[src/rtl/note_judge_pkg.sv]
// Shared types, widths and default tuning for the note judging stage.
package note_judge_pkg;

    localparam int unsigned NOTE_W  = 12;
    localparam int unsigned LEN_W   = 4;
    localparam int unsigned SCORE_W = 16;
    localparam int unsigned COMBO_W = 8;
    localparam int unsigned LIVES_W = 2;

    localparam int unsigned PTS_PERFECT_DEF = 4;
    localparam int unsigned PTS_GOOD_DEF    = 2;
    localparam int unsigned LIVES_INIT_DEF  = 3;

    typedef enum logic [1:0] {
        IDLE = 2'd0,
        PLAY = 2'd1,
        OVER = 2'd2
    } state_e;

    typedef enum logic [1:0] {
        GRADE_MISS    = 2'd0,
        GRADE_GOOD    = 2'd1,
        GRADE_PERFECT = 2'd2
    } grade_e;

endpackage

[src/rtl/note_judge_score_keeper.sv]
// Score, combo and lives bookkeeping; applies one grade per strobe with saturation.
module score_keeper
    import note_judge_pkg::*;
#(
    parameter int unsigned LIVES_INIT  = LIVES_INIT_DEF,
    parameter int unsigned PTS_PERFECT = PTS_PERFECT_DEF,
    parameter int unsigned PTS_GOOD    = PTS_GOOD_DEF
) (
    input  logic               clk_i,
    input  logic               rst_i,
    input  logic               clear_i,
    input  logic               grade_vld_i,
    input  grade_e             grade_i,
    output logic [SCORE_W-1:0] score_o,
    output logic [COMBO_W-1:0] combo_o,
    output logic [LIVES_W-1:0] lives_o
);

    localparam int unsigned SUM_W = SCORE_W + 1;

    logic [SCORE_W-1:0] score_q, score_d;
    logic [COMBO_W-1:0] combo_q, combo_d;
    logic [LIVES_W-1:0] lives_q, lives_d;
    logic [SCORE_W-1:0] pts_c;
    logic [SUM_W-1:0]   sum_c;

    always_comb begin
        pts_c   = (grade_i == GRADE_PERFECT) ? SCORE_W'(PTS_PERFECT) : SCORE_W'(PTS_GOOD);
        sum_c   = {1'b0, score_q} + SUM_W'(pts_c);
        score_d = score_q;
        combo_d = combo_q;
        lives_d = lives_q;
        if (clear_i) begin
            score_d = '0;
            combo_d = '0;
            lives_d = LIVES_W'(LIVES_INIT);
        end else if (grade_vld_i) begin
            if (grade_i == GRADE_MISS) begin
                combo_d = '0;
                lives_d = (lives_q == '0) ? '0 : lives_q - LIVES_W'(1);
            end else begin
                // carry out of the 17-bit sum means the score pinned at max
                score_d = sum_c[SCORE_W] ? {SCORE_W{1'b1}} : sum_c[SCORE_W-1:0];
                combo_d = (combo_q == {COMBO_W{1'b1}}) ? combo_q : combo_q + COMBO_W'(1);
            end
        end
    end

    always_ff @(posedge clk_i) begin
        if (rst_i) begin
            score_q <= '0;
            combo_q <= '0;
            lives_q <= '0;
        end else begin
            score_q <= score_d;
            combo_q <= combo_d;
            lives_q <= lives_d;
        end
    end

    assign score_o = score_q;
    assign combo_o = combo_q;
    assign lives_o = lives_q;

endmodule

[src/rtl/note_judge.sv]
// Per-frame key matching against the engine's current note, note grading and game FSM.
module note_judge
    import note_judge_pkg::*;
#(
    parameter int unsigned LIVES_INIT  = LIVES_INIT_DEF,
    parameter int unsigned PTS_PERFECT = PTS_PERFECT_DEF,
    parameter int unsigned PTS_GOOD    = PTS_GOOD_DEF
) (
    input  logic               game_clock,
    input  logic               reset,
    input  logic               start,
    input  logic [NOTE_W-1:0]  curr_note,
    input  logic [LEN_W-1:0]   hold_length,
    input  logic [NOTE_W-1:0]  keys,
    output logic [SCORE_W-1:0] score,
    output logic [COMBO_W-1:0] combo,
    output logic [LIVES_W-1:0] lives,
    output logic               judged_hit,
    output logic               judged_perfect,
    output logic               judged_miss,
    output logic               playing,
    output logic               game_over
);

    state_e             state_q, state_d;
    logic [NOTE_W-1:0]  note_q, note_d;
    logic [LEN_W-1:0]   len_q, len_d;
    logic [LEN_W-1:0]   rem_q, rem_d;
    logic [LEN_W-1:0]   correct_q, correct_d;
    logic               hit_q, perfect_q, miss_q;
    logic               playing_q, over_q;

    logic               match_c;
    logic [LEN_W-1:0]   correct_nx_c;
    logic [LEN_W:0]     dbl_c;
    logic [LEN_W-1:0]   load_len_c;
    logic               load_c;
    logic               clear_c;
    logic               grade_vld_c;
    grade_e             grade_c;

    assign match_c      = (|(keys & note_q)) && !(|(keys & ~note_q));
    assign correct_nx_c = correct_q + LEN_W'(match_c);
    assign dbl_c        = {correct_nx_c, 1'b0};
    assign load_len_c   = (hold_length == '0) ? LEN_W'(1) : hold_length;

    // next state, note tracking and grading
    always_comb begin
        state_d     = state_q;
        note_d      = note_q;
        len_d       = len_q;
        rem_d       = rem_q;
        correct_d   = correct_q;
        load_c      = 1'b0;
        clear_c     = 1'b0;
        grade_vld_c = 1'b0;
        grade_c     = GRADE_MISS;
        case (state_q)
            IDLE, OVER: begin
                if (start) begin
                    state_d = PLAY;
                    clear_c = 1'b1;
                    load_c  = 1'b1;
                end
            end
            PLAY: begin
                if (rem_q > LEN_W'(1)) begin
                    rem_d     = rem_q - LEN_W'(1);
                    correct_d = correct_nx_c;
                end else begin
                    load_c = 1'b1;
                    if (note_q != '0) begin
                        grade_vld_c = 1'b1;
                        if (correct_nx_c == len_q) begin
                            grade_c = GRADE_PERFECT;
                        end else if (dbl_c >= {1'b0, len_q}) begin
                            grade_c = GRADE_GOOD;
                        end else begin
                            grade_c = GRADE_MISS;
                            if (lives == LIVES_W'(1)) begin
                                state_d = OVER;
                                load_c  = 1'b0;
                            end
                        end
                    end
                end
            end
            default: state_d = IDLE;
        endcase
        if (load_c) begin
            note_d    = curr_note;
            len_d     = load_len_c;
            rem_d     = load_len_c;
            correct_d = '0;
        end
    end

    always_ff @(posedge game_clock) begin
        if (reset) begin
            state_q   <= IDLE;
            note_q    <= '0;
            len_q     <= '0;
            rem_q     <= '0;
            correct_q <= '0;
            hit_q     <= 1'b0;
            perfect_q <= 1'b0;
            miss_q    <= 1'b0;
            playing_q <= 1'b0;
            over_q    <= 1'b0;
        end else begin
            state_q   <= state_d;
            note_q    <= note_d;
            len_q     <= len_d;
            rem_q     <= rem_d;
            correct_q <= correct_d;
            hit_q     <= grade_vld_c && (grade_c != GRADE_MISS);
            perfect_q <= grade_vld_c && (grade_c == GRADE_PERFECT);
            miss_q    <= grade_vld_c && (grade_c == GRADE_MISS);
            playing_q <= (state_d == PLAY);
            over_q    <= (state_d == OVER);
        end
    end

    score_keeper #(
        .LIVES_INIT  (LIVES_INIT),
        .PTS_PERFECT (PTS_PERFECT),
        .PTS_GOOD    (PTS_GOOD)
    ) u_score_keeper (
        .clk_i       (game_clock),
        .rst_i       (reset),
        .clear_i     (clear_c),
        .grade_vld_i (grade_vld_c),
        .grade_i     (grade_c),
        .score_o     (score),
        .combo_o     (combo),
        .lives_o     (lives)
    );

    assign judged_hit     = hit_q;
    assign judged_perfect = perfect_q;
    assign judged_miss    = miss_q;
    assign playing        = playing_q;
    assign game_over      = over_q;

endmodule

[config.mk]
export PLATFORM = sky130hd
export DESIGN_NAME = note_judge
export DESIGN_NICKNAME = d
export VERILOG_FILES = /design/src/rtl/note_judge_pkg.sv /design/src/rtl/note_judge_score_keeper.sv /design/src/rtl/note_judge.sv
export SDC_FILE = /design/constraint.sdc
export NUM_CORES = 1
export LEC_CHECK = 0
export CAP_MARGIN = 20
export CORE_ASPECT_RATIO = 0.8
export CORE_MARGIN = 5
export CORE_UTILIZATION = 55
export DETAILED_ROUTE_END_ITERATION = 12
export GPL_TIMING_DRIVEN = 0
export PLACE_DENSITY = 0.85
export SETUP_SLACK_MARGIN = 0.5
export SLEW_MARGIN = 10
export SYNTH_ARGS = -nofsm -noshare
export SYNTH_HDL_FRONTEND = slang
export SYNTH_SLANG_ARGS = --single-unit
export TNS_END_PERCENT = 1
[constraint.sdc]
create_clock -name game_clock -period 11 [get_ports game_clock]
set_input_delay 3.3 -clock game_clock [delete_from_list [all_inputs] [get_ports game_clock]]
set_output_delay 3.3 -clock game_clock [all_outputs]
set_load 0.005 [all_outputs]
==> impl_results.md <==
- Status: complete, no violations
- Fin. max-slew vios: 0
- GRT Overall Usage: between 20% and 30%
- GPL Wtd Cong: 0.891
- Num CTS Buffers: 9
- Fillers: 416
- Pleak: 1.48 nW
- Residual DRC count: 0
- Fin nets: between 400 and 500
- Post-CTS sizing: 0
- Period Utilization, post-route: ~68%
- Core Util, Final: about 73%
- Vias in the first global route: 2675
- Hold Path Class: register to register
- Pin slew with the least headroom to its limit: between 0.5 and 0.6 ns
- CTS root buf: clkbuf_8
- H-tree depth: 3
- RSZ-0062 raised after global routing: false
- CP Capture Type: register
- Clock Skews: around 0.0054 ns
- Number of max-cap violations: 0
- EDFF count, synth: 0
- Largest net degree at the start of global routing: 11
- Fmax: 134 MHz
- Commonest non-fill, non-tap cell in the layout: clkdlybuf4s50_1
- Chip Width: approximately 92 µm
- Initial Util: 55.9%
- Critical path class: input pin to register
- Worst VDD drop: 0.105 mV
- Die span in y: 75.9 µm
- Relative slew slack: 62.4%
- Maximum clock insertion buffer count: 2
- Avg Inst Size Synth: 8.91 µm²
- Post-Place Cells: 461
- Hold Buf Count CTS: 0
- YS warnings: 0
- Ys async rst share: 0%
- Initial antenna violation count: 0
- First-pass iteration count of the detailed router: 5
- Syn Std Cell Area: 0.00299 mm²
- Min Clock Period, post-route: 7.45 ns
- Synthesis-stage register bit count: 57
- First-pass GRT wire length: 12100 µm
- Die footprint: 0.00701 mm²
- CTS tree: built
- Clock-pin slew on the worst setup and hold paths: 0.06 ns
- CP arrival: 7.70 ns
- Synth Net Count: 377
- Starting DRT DRC Count: 178
- Setup tns final: 0 ns
- DP HPWL: between 5000 and 6000 µm
- Final setup viols: 0
- Routed vias: roughly 2700
- Via density: approximately 5.7
- Total Wirelength: 7350 µm
- Most frequent cells in the layout: clkdlybuf4s50_1 (61), dfxtp_1 (57), nor2_1 (45), inv_1 (25), nand2_1 (21)
- Worst Path Required: 11.25 ns
- Post-synth cell types: 58
- Critical Path Source Type: input pin
- Core area: approximately 0.0053 mm²
- Layout cells sized above 1: 8.98%
- Area grow syn2layout: 30.3%
- Final Hold Viols: 0
- Wire length per cell: 15.4 µm
- CTS sink cnt: between 50 and 60
- Seq/Total Area, Yosys: 38.2%
- Fin cells: 477
- Ys flop type: dfxtp_1
- IO Count: 62
- Cells after Synth: 335
- Pwr/cell area: 143 mW/mm²
- Ant diodes: 0
- Later-pin clock latency in the skew report: around 0.34 ns
- Rows: 24
- Worst-path fanout max: 10
- # Post-CTS Setup Buffers: 0
- DRT antenna net count: 0
- Number of port buffers: 61
- Overflow after GRT: 0
[critical path: stages]
cell and delay, ns:
clkdlybuf4s50_1 0.45, inv_1 0.07, o22ai_1 0.07, a221oi_1 0.22, nand3_1 0.10, a31oi_1 0.32, ha_1 0.24, nand3_1 0.19
xor2_1 0.39, xnor2_1 0.09, or3_1 0.45, inv_1 0.09, ha_1 0.15, a21o_1 0.10, nand4_1 0.17, or4_1 0.54
buf_1 0.24, and3_1 0.23, a311oi_1 0.26
[area by class of cell]
class | count | area [µm²] | area share, %
clock buffers | 15 | 206 | 5.31
flip-flops and latches | 57 | 1140 | 29.3
repair buffers | 61 | 611 | 15.7
well taps | 65 | 81.3 | 2.09
clock inverters | 1 | 5.00 | 0.129
inverters | 25 | 93.8 | 2.41
plain buffers | 9 | 50.0 | 1.29
multi-input cells | 244 | 1700 | 43.7
[report_power, final]
part	internal (mW)	leakage, nW	switching [mW]
Clock	0.118	0.112	0.0819
Sequential	0.219	0.464	0.0155
Combinational	0.0588	0.900	0.0622
[final timing paths]
path,slack (ns),to,startpoint,cells past startpoint
worst max register to register,6.59,u_score_keeper.score_o[7],note_q[5],17
worst min register to register,0.45,u_score_keeper.score_o[0],u_score_keeper.score_o[0],2
worst max-delay path,3.55,u_score_keeper.score_o[7],keys[11],19
worst min-delay path,0.45,u_score_keeper.score_o[0],u_score_keeper.score_o[0],2
[synthesized netlist by cell type, types with 5 or more instances]
| master | number | area share, % |
|---|---|---|
| nand3_1 | 10 | 1.7 |
| inv_1 | 25 | 3.1 |
| a22oi_1 | 5 | 1.3 |
| nor3b_1 | 5 | 1.3 |
| xnor2_1 | 15 | 4.4 |
| nor2_1 | 45 | 5.7 |
| dfxtp_1 | 57 | 38 |
| mux2i_1 | 18 | 6.0 |
| nor3_1 | 15 | 2.5 |
| nand2_1 | 21 | 2.6 |
| and3_1 | 6 | 1.3 |
| nor4_1 | 7 | 1.5 |
| ha_1 | 10 | 4.2 |
| a21oi_1 | 12 | 2.0 |
[per-stage QoR]
stage	total power, mW	area, µm²	hold slack (ns)	setup WS (ns)
after global placement	0.354	3680	0.435	3.30
after global routing	0.583	3890	0.462	3.18
after CTS	0.558	3890	0.448	3.58
after detailed placement	0.358	3680	0.440	3.26
after floorplan	0.320	2990	0.442	4.18
final	0.556	3890	0.448	3.55
[flip-flops by register name, summed over array words and instances (netlist names)]
signal and cells:
judged_perfect 1, correct_q 4, u_score_keeper.combo_o 8, judged_hit 1, judged_miss 1, u_score_keeper.lives_o 2
rem_q 4, note_q 12, u_score_keeper.score_o 16, state_q 2, game_over 1, len_q 4
playing 1
[routing by layer]
layer,up-vias,GRT usage [%],wire (µm)
met5,-,0,0
met4,0,7.08,121
met3,15,7.21,425
met2,85,38.3,3490
met1,1269,26.5,3310
li1,1349,-,-
[cell families after synthesis]
logic type,synth area share (%)
compound gates,15.0
fa+ha+maj,4.86
flops,38.2
xor+xnor,6.08
mux,6.79
buf+inv,4.82
simple gates,24.2
Note: power is estimated with default switching activity, not from simulation.
